==> config.mk <==
export PLATFORM = sky130hd
export DESIGN_NAME = clk_div_sel
export DESIGN_NICKNAME = d
export VERILOG_FILES = /design/src/rtl/clk_div_sel.sv
export SDC_FILE = /design/constraint.sdc
export NUM_CORES = 1
export LEC_CHECK = 0
export CELL_PAD_IN_SITES_DETAIL_PLACEMENT = 1
export CELL_PAD_IN_SITES_GLOBAL_PLACEMENT = 1
export CORE_AREA = 2 2 80 82
export CTS_CLUSTER_SIZE = 8
export DETAILED_ROUTE_END_ITERATION = 10
export DIE_AREA = 0 0 82 84
export GPL_ROUTABILITY_DRIVEN = 0
export HOLD_SLACK_MARGIN = 0.05
export PLACE_DENSITY_LB_ADDON = 0.1
export RECOVER_POWER = 50
export SLEW_MARGIN = 20
export SYNTH_ARGS = -nofsm -noshare
export SYNTH_HDL_FRONTEND = slang
export SYNTH_SLANG_ARGS = --single-unit
==> constraint.sdc <==
create_clock -name clk -period 1.9 [get_ports clk]
set_clock_uncertainty 0.05 [all_clocks]
set_input_delay 0.19 -clock clk [delete_from_list [all_inputs] [get_ports clk]]
set_output_delay 0.19 -clock clk [all_outputs]
set_load 0.02 [all_outputs]
==> src/rtl/clk_div_sel.sv <==
// clk_div_sel: CPU clock generator with three free-running rates and a
// push-button single-step mode; mode changes land on period boundaries.
// Ports:
//   clk, rst      system clock, synchronous active-high reset
//   mode_sel[1:0] requested mode: 00 fast, 01 mid, 10 slow, 11 step
//   step          debounced step button (level; rising edge used)
//   Clk_CPU       registered 50% divided clock
//   clk_en        one-cycle strobe on each Clk_CPU rising edge
//   mode_act[1:0] mode currently applied
//   cyc_cnt[31:0] Clk_CPU rising-edge count when CLK_DIV_CYC_CNT_EN
//                 is defined, otherwise tied to zero
module clk_div_sel #(
  parameter int CNT_W     = 26,
  parameter int HALF_FAST = 4,
  parameter int HALF_MID  = 1048576,
  parameter int HALF_SLOW = 33554432,
  parameter int HALF_STEP = 4
) (
  input  logic        clk,
  input  logic        rst,
  input  logic [1:0]  mode_sel,
  input  logic        step,
  output logic        Clk_CPU,
  output logic        clk_en,
  output logic [1:0]  mode_act,
  output logic [31:0] cyc_cnt
);

  typedef enum logic [1:0] {
    RUN,
    IDLE,
    HIGH,
    LOW
  } state_t;

  localparam logic [CNT_W-1:0] FAST_M1 =
    CNT_W'(HALF_FAST - 1);
  localparam logic [CNT_W-1:0] MID_M1 =
    CNT_W'(HALF_MID - 1);
  localparam logic [CNT_W-1:0] SLOW_M1 =
    CNT_W'(HALF_SLOW - 1);
  localparam logic [CNT_W-1:0] STEP_M1 =
    CNT_W'(HALF_STEP - 1);

  state_t           state;
  logic [CNT_W-1:0] cnt;
  logic [CNT_W-1:0] half_m1;
  logic             step_q;
  logic             step_rise;
  logic             run_end;
  logic             step_end;

  // Mode 11 never counts in RUN (it is left at the same
  // boundary it is applied), so its entry is a don't-care.
  always_comb begin
    half_m1 = MID_M1;
    unique case (mode_act)
      2'b00:   half_m1 = FAST_M1;
      2'b01:   half_m1 = MID_M1;
      2'b10:   half_m1 = SLOW_M1;
      default: half_m1 = MID_M1;
    endcase
  end

  assign step_rise = step & ~step_q;
  assign run_end   = (cnt == half_m1);
  assign step_end  = (cnt == STEP_M1);

  always_ff @(posedge clk) begin
    if (rst) begin
      state    <= RUN;
      cnt      <= '0;
      step_q   <= 1'b0;
      Clk_CPU  <= 1'b0;
      clk_en   <= 1'b0;
      mode_act <= 2'b00;
    end else begin
      step_q <= step;
      clk_en <= 1'b0;
      unique case (state)
        RUN: begin
          if (run_end) begin
            cnt     <= '0;
            Clk_CPU <= ~Clk_CPU;
            clk_en  <= ~Clk_CPU;
            // Falling edge closes the high phase: only here
            // may a new mode take over.
            if (Clk_CPU) begin
              mode_act <= mode_sel;
              if (mode_sel == 2'b11) begin
                state <= IDLE;
              end
            end
          end else begin
            cnt <= cnt + CNT_W'(1);
          end
        end
        IDLE: begin
          Clk_CPU <= 1'b0;
          cnt     <= '0;
          if (mode_sel != 2'b11) begin
            state    <= RUN;
            mode_act <= mode_sel;
          end else if (step_rise) begin
            state   <= HIGH;
            Clk_CPU <= 1'b1;
            clk_en  <= 1'b1;
          end
        end
        HIGH: begin
          if (step_end) begin
            cnt     <= '0;
            Clk_CPU <= 1'b0;
            state   <= LOW;
          end else begin
            cnt <= cnt + CNT_W'(1);
          end
        end
        LOW: begin
          if (step_end) begin
            cnt   <= '0;
            state <= IDLE;
          end else begin
            cnt <= cnt + CNT_W'(1);
          end
        end
        default: begin
          state <= RUN;
          cnt   <= '0;
        end
      endcase
    end
  end

`ifdef CLK_DIV_CYC_CNT_EN
  always_ff @(posedge clk) begin
    if (rst) begin
      cyc_cnt <= '0;
    end else if (clk_en) begin
      cyc_cnt <= cyc_cnt + 32'd1;
    end
  end
`else
  assign cyc_cnt = 32'h0;
`endif

endmodule

==> results.sh, run 1 <==
export IMPL_syn_avg_cell_area_um2=8.76
export IMPL_grt_usage_pct=14.6
export IMPL_violations="setup timing"
export IMPL_drt_drc_violations_left=0
export IMPL_ff_latch_area_um2=671
export IMPL_antenna_found_initial=0
export IMPL_postCtsSetupBuffers=0
export IMPL_via_per_inst=4.50
export IMPL_routed_wl_um=4820
export IMPL_multi_input_area_um2=1380
export IMPL_synth_top_cell_by_area="dfxtp_1"
export IMPL_cts_htree_levels=2
export IMPL_rsz0062_at_grt="yes"
export IMPL_path_clk_slew_ns=0.07
export IMPL_crit_path_start_kind="flip-flop"
export IMPL_period_share_pct=103
export IMPL_leakagePower_nw=1.12
export IMPL_yosys_warnings=0
export IMPL_cts_buffer_depth=2
export IMPL_hp_class="in -> reg"
export IMPL_grt_max_degree=22
export IMPL_period_minus_slack_ns=1.96
export IMPL_finalNonFillerCells=354
export IMPL_synth_edf_count=0
export IMPL_die_area_um2=6890
export IMPL_synth_area_leaders="dfxtp_1 33%, buf_4 12%, nor2_1 6.2%"
export IMPL_synth_main_ff_cell="dfxtp_1"
export IMPL_worstPathMaxFanout=10
export IMPL_setup_viol=30
export IMPL_diodes=0
export IMPL_outcome="finished, violations left"
export IMPL_r2r_slack_ns=-0.06
export IMPL_worstPathArrival_ns=2.10
export IMPL_holdCritStartpoint="step"
export IMPL_die_h_um=84
export IMPL_cts_root_buf="clkbuf_8"
export IMPL_fin_hold_ws_ns=0.429
export IMPL_cts_hold_buf=0
export IMPL_grt_pass1_vias=1577
export IMPL_crit_path_end_kind="flip-flop"
export IMPL_drtIter0Drc=29
export IMPL_max_cap_viol_count=0
export IMPL_seq_area_frac_synth_pct=33.2
export IMPL_netlist_instances=227
export IMPL_synth_top_area_share_pct=33.2
export IMPL_min_to="step_q$_SDFF_PP0_"
export IMPL_drt_antenna_violating_nets=0
export IMPL_fillCellCount=727
export IMPL_insertion_delay_ns=0.29
export IMPL_hpwl_um=3400
export IMPL_fmax_mhz=509
export IMPL_core_rowCount=29
export IMPL_r2r_end="cnt[24]$_SDFF_PP0_"
export IMPL_cts_buffers=5
export IMPL_rr_worst_depth=7
export IMPL_io_buffers=8
export IMPL_io_pins=41
export IMPL_initial_core_util_pct=32.6
export IMPL_final_core_util_pct=44.3
export IMPL_cts_sinks=33
export IMPL_nets=288
export IMPL_vdd_ir_drop_max_mv=0.294
export IMPL_worstSetupPathType="reg -> reg"
export IMPL_grt_overflow=0
export IMPL_synth_area_um2=1990
export IMPL_synthDistinctLibCells=43
export IMPL_cts_tree="done"
export IMPL_drive_gt1_share_pct=34.7
export IMPL_async_flop_share_pct=0
export IMPL_total_power_w=0.00154
export IMPL_grt_pass1_wl_um=7690
export IMPL_first_pass_iters=5
export IMPL_synth_common_cells="33 x dfxtp_1, 33 x nor2_1, 32 x buf_4"
export IMPL_setup_slack_ns=-0.0640
export IMPL_core_um2=6100
export IMPL_finalHoldViolations=0
export IMPL_ys_ff_latch=33
export IMPL_die_w_um=82
export IMPL_dp_cells=344
export IMPL_rr_startpoint="cnt[6]$_SDFF_PP0_"
export IMPL_worst_ep_required_time_ns=2.03
export IMPL_p_per_area_nw_per_um2=569
export IMPL_area_growth_syn_to_layout_pct=35.9
export IMPL_min_delay_path_depth=2
export IMPL_final_max_slew_violation_count=0
export IMPL_vias=1593
export IMPL_wl_per_cell_um=13.6
[registers in the layout, indices dropped and copies added (netlist names)]
name and cells:
Clk_CPU 1, clk_en 1, mode_act 2, state 2, cnt 26, step_q 1
[layout by cell type, fill, tap and decap left out, drive strengths merged, types with 8 or more instances in the layout]
cell and n:
and3 8, buf 38, clkbuf 9, conb 32, dfxtp 33, nand2 14
nand3 11, nor2 33, xnor2 10, xor2 14
[metal layers]
metal	GRT usage (%)	share of wire (%)	vias up
li1	-	-	805
met1	18.8	46	760
met2	23.3	50	24
met3	3.57	2.9	4
met4	5.45	1.3	0
met5	0	0	-
[logic make-up (layout without fill, tap and decap cells)]
family	after synthesis	in the layout	synth area share, %
AOI/OAI and AO/OA	20	20	9.06
xor gates and xnor gates	24	24	10.6
adders and majority gates	7	7	4.41
buffers and inverters	43	62	14.3
DFF	33	33	33.2
other	1	32	0.189
and+or+nand+nor	99	99	28.2
[critical path: stages (launching register included)]
cell,delay (ns)
dfxtp_1,0.36
nor4_4,0.33
nand4_4,0.18
o32ai_4,0.31
a21oi_4,0.12
o21bai_4,0.24
clkbuf_16,0.21
nor2_1,0.05
[layout make-up]
type | count | area share [%]
Clock buffer | 7 | 3.57
Clock inverter | 1 | 0.185
Inverter | 6 | 0.834
Multi-Input combinational cell | 182 | 51.0
Sequential cell | 33 | 24.8
Tap cell | 77 | 3.57
Timing Repair Buffer | 48 | 16.0
[where the power goes]
group	switching (W)	leakage (nW)	internal, W	total, W
Sequential	0.00000756	0.271	0.000704	0.000711
Clock	0.000273	0.0542	0.000328	0.000601
Combinational	0.000143	0.798	0.0000809	0.000224
Total	0.000424	1.12	0.00111	0.00154
[how the worst max path moves through the flow]
| stage | startpoint | to | slack [ns] | depth (start not counted) |
|---|---|---|---|---|
| after floorplan | cnt[0]$_SDFF_PP0_ | state[1]$_SDFFE_PP0P_ | 0.01 | 7 |
| after global placement | cnt[0]$_SDFF_PP0_ | state[1]$_SDFFE_PP0P_ | -0.05 | 7 |
| after detailed placement | cnt[0]$_SDFF_PP0_ | state[1]$_SDFFE_PP0P_ | -0.07 | 7 |
| after CTS | cnt[10]$_SDFF_PP0_ | Clk_CPU$_SDFFE_PP0P_ | -0.06 | 6 |
| after global routing | cnt[4]$_SDFF_PP0_ | cnt[3]$_SDFF_PP0_ | -0.18 | 7 |
| final | cnt[6]$_SDFF_PP0_ | cnt[24]$_SDFF_PP0_ | -0.06 | 7 |
[stage by stage]
step                setup WS (ns)  instance area (um^2)  setup TNS, ns
floorplan                  0.0140                  2100              0
global placement          -0.0455                  2320        -0.0844
detailed placement        -0.0745                  2320         -0.164
CTS                       -0.0639                  2450         -0.249
global route               -0.175                  2700          -4.75
finish                    -0.0640                  2700          -1.43
[timing repair]
| item | CTS | global route |
|---|---|---|
| cloned | 0 | 2 |
| pin swaps | 2 | 16 |
| endpoints found under the setup margin | 10 | 31 |
| gates resized for setup | 4 | 52 |
| endpoints found under the hold margin | 0 | 0 |
(Power assumes the default switching activity.)
==> run 2, diff against run 1 <==
--- a/config.mk
+++ b/config.mk
@@ -7,10 +7,10 @@
 export LEC_CHECK = 0
 export CELL_PAD_IN_SITES_DETAIL_PLACEMENT = 1
 export CELL_PAD_IN_SITES_GLOBAL_PLACEMENT = 1
-export CORE_AREA = 2 2 80 82
+export CORE_AREA = 2 2 89 74
 export CTS_CLUSTER_SIZE = 8
 export DETAILED_ROUTE_END_ITERATION = 10
-export DIE_AREA = 0 0 82 84
+export DIE_AREA = 0 0 91 76
 export GPL_ROUTABILITY_DRIVEN = 0
 export HOLD_SLACK_MARGIN = 0.05
 export PLACE_DENSITY_LB_ADDON = 0.1
==> results.sh, run 2 (synthesis results as in run 1) <==
export IMPL_grt_max_degree=19
export IMPL_drt_drc_violations_left=0
export IMPL_cts_buffer_depth=2
export IMPL_cts_tree="done"
export IMPL_crit_slowest_cell="dfxtp_2"
export IMPL_diodes=0
export IMPL_setup_viol=24
export IMPL_setup_slack_ns=-0.0868
export IMPL_cp_slowest_stage_delay_ns=0.35
export IMPL_fillCellCount=744
export IMPL_period_minus_slack_ns=1.99
export IMPL_final_common_cell="conb_1"
export IMPL_fmax_mhz=503
export IMPL_hpwl_um=3460
export IMPL_nets=282
export IMPL_crit_chain="nor4_4 -> nand4_4 -> o32ai_4 -> a21oi_2 -> a211o_1 -> a221oi_2"
export IMPL_hp_class="in -> reg"
export IMPL_via_per_inst=4.51
export IMPL_r2r_end="Clk_CPU$_SDFFE_PP0P_"
export IMPL_wl_per_cell_um=12.8
export IMPL_placed_cell_area_um2=2280
export IMPL_grt_pass1_vias=1568
export IMPL_routed_wl_um=4530
export IMPL_holdCritStartpoint="step"
export IMPL_tns_ns=-0.647
export IMPL_max_cap_viol_count=0
export IMPL_cts_root_buf="clkbuf_8"
export IMPL_first_pass_iters=4
export IMPL_violations="setup timing"
export IMPL_worstSetupPathType="reg -> reg"
export IMPL_cts_htree_levels=2
export IMPL_fin_hold_ws_ns=0.433
export IMPL_die_h_um=76
export IMPL_final_max_slew_violation_count=0
export IMPL_crit_path_end_kind="flip-flop"
export IMPL_drt_antenna_violating_nets=0
export IMPL_finalHoldViolations=0
export IMPL_final_cell_mix="32 x conb_1, 31 x buf_4, 28 x nor2_1"
export IMPL_crit_path_start_kind="flip-flop"
export IMPL_antenna_found_initial=0
export IMPL_initial_core_util_pct=32.5
export IMPL_largest_register_ffs=26
export IMPL_worstPathMaxFanout=4
export IMPL_period_share_pct=105
export IMPL_core_rowCount=26
export IMPL_rr_worst_depth=6
export IMPL_worst_ep_required_time_ns=2.05
export IMPL_area_growth_syn_to_layout_pct=25.4
export IMPL_io_buffers=8
export IMPL_grt_usage_pct=14.0
export IMPL_leakagePower_nw=1.03
export IMPL_vias=1596
export IMPL_ff_latch_area_um2=676
export IMPL_grt_overflow=0
export IMPL_p_per_area_nw_per_um2=576
export IMPL_rr_startpoint="cnt[10]$_SDFF_PP0_"
export IMPL_setup_worst_path_start="cnt[10]$_SDFF_PP0_"
export IMPL_io_pins=41
export IMPL_die_w_um=91
export IMPL_rsz0062_at_grt="yes"
export IMPL_cts_buffers=5
export IMPL_cts_sinks=33
export IMPL_vdd_ir_drop_max_mv=0.243
export IMPL_grt_pass1_wl_um=7760
export IMPL_reg_top3="cnt: 26 flops, mode_act: 2 flops, state: 2 flops"
export IMPL_drive_gt1_share_pct=27.8
export IMPL_path_clk_slew_ns=0.07
export IMPL_fin_area_um2=2490
export IMPL_r2r_slack_ns=-0.09
export IMPL_multi_input_area_um2=1260
export IMPL_worstPathArrival_ns=2.13
export IMPL_insertion_delay_ns=0.28
export IMPL_core_um2=6120
export IMPL_endpoint="Clk_CPU$_SDFFE_PP0P_"
export IMPL_outcome="finished, violations left"
export IMPL_die_area_um2=6920
export IMPL_top_register="cnt"
export IMPL_drtIter0Drc=49
## run 2: cell count changes in the layout (fill, tap and decap cells not counted), sizes merged
cell	change
buf	-5
clkbuf	-1
clkdlybuf4s50	+1
clkinv	-1
dlygate4sd3	-1
## run 2: worst max-delay path: cells and delay by family, from the launching register on
| family | cells | cell delay (ns) |
|---|---|---|
| flip-flops | 1 | 0.35 |
| AO/OA/AOI/OAI | 4 | 0.98 |
| AND/OR/NAND/NOR | 2 | 0.52 |
## run 2: worst min path at each step
| stage | to | depth (start not counted) |
|---|---|---|
| 2_1_floorplan | step_q$_SDFF_PP0_ | 1 |
| 3_3_place_gp | cnt[0]$_SDFF_PP0_ | 2 |
| 3_5_place_dp | cnt[0]$_SDFF_PP0_ | 2 |
| 4_1_cts | step_q$_SDFF_PP0_ | 2 |
| 5_1_grt | step_q$_SDFF_PP0_ | 2 |
| 6_report | step_q$_SDFF_PP0_ | 2 |
## run 2: timing repair
action                     in CTS  in global routing
buffers inserted                1                  1
setup endpoints to repair      28                 31
hold buffers                    0                  0
gates resized for setup        18                 15
hold endpoints to repair        0                  0
pin swaps                      14                  8
## run 2: power breakdown
| part | internal [W] | switching (W) | total, W | leakage [nW] |
|---|---|---|---|---|
| sequential | 0.000702 | 0.00000796 | 0.000710 | 0.272 |
| clock | 0.000288 | 0.000252 | 0.000540 | 0.0443 |
| combinational | 0.0000614 | 0.000126 | 0.000187 | 0.712 |
| total | 0.00105 | 0.000386 | 0.00144 | 1.03 |
## run 2: through the flow
step | setup WS (ns) | cells | utilization [%] | total power (W)
after floorplan | 0.0140 | 258 | - | 0.000897
after CTS | -0.0885 | 353 | 39.7 | 0.00146
after detailed placement | -0.135 | 345 | 37.3 | 0.000908
final | -0.0868 | 354 | 40.8 | 0.00144
after global placement | -0.107 | 345 | 37.3 | 0.000905
after global routing | -0.209 | 354 | 40.8 | 0.00151
## run 2: final cells by class
type | count | area share [%]
multi-input cells | 182 | 50.4
flip-flops and latches | 33 | 27.1
well taps | 84 | 4.21
clock buffers | 7 | 3.46
inverters | 6 | 0.903
repair buffers | 42 | 13.9
## run 2: metal layers
layer | wire length (um) | vias to the layer above | GRT usage, %
met5 | 0 | - | 0
met4 | 56 | 0 | 4.09
met2 | 1900 | 38 | 20.2
met1 | 2440 | 759 | 20.6
li1 | - | 794 | -
met3 | 135 | 5 | 3.26
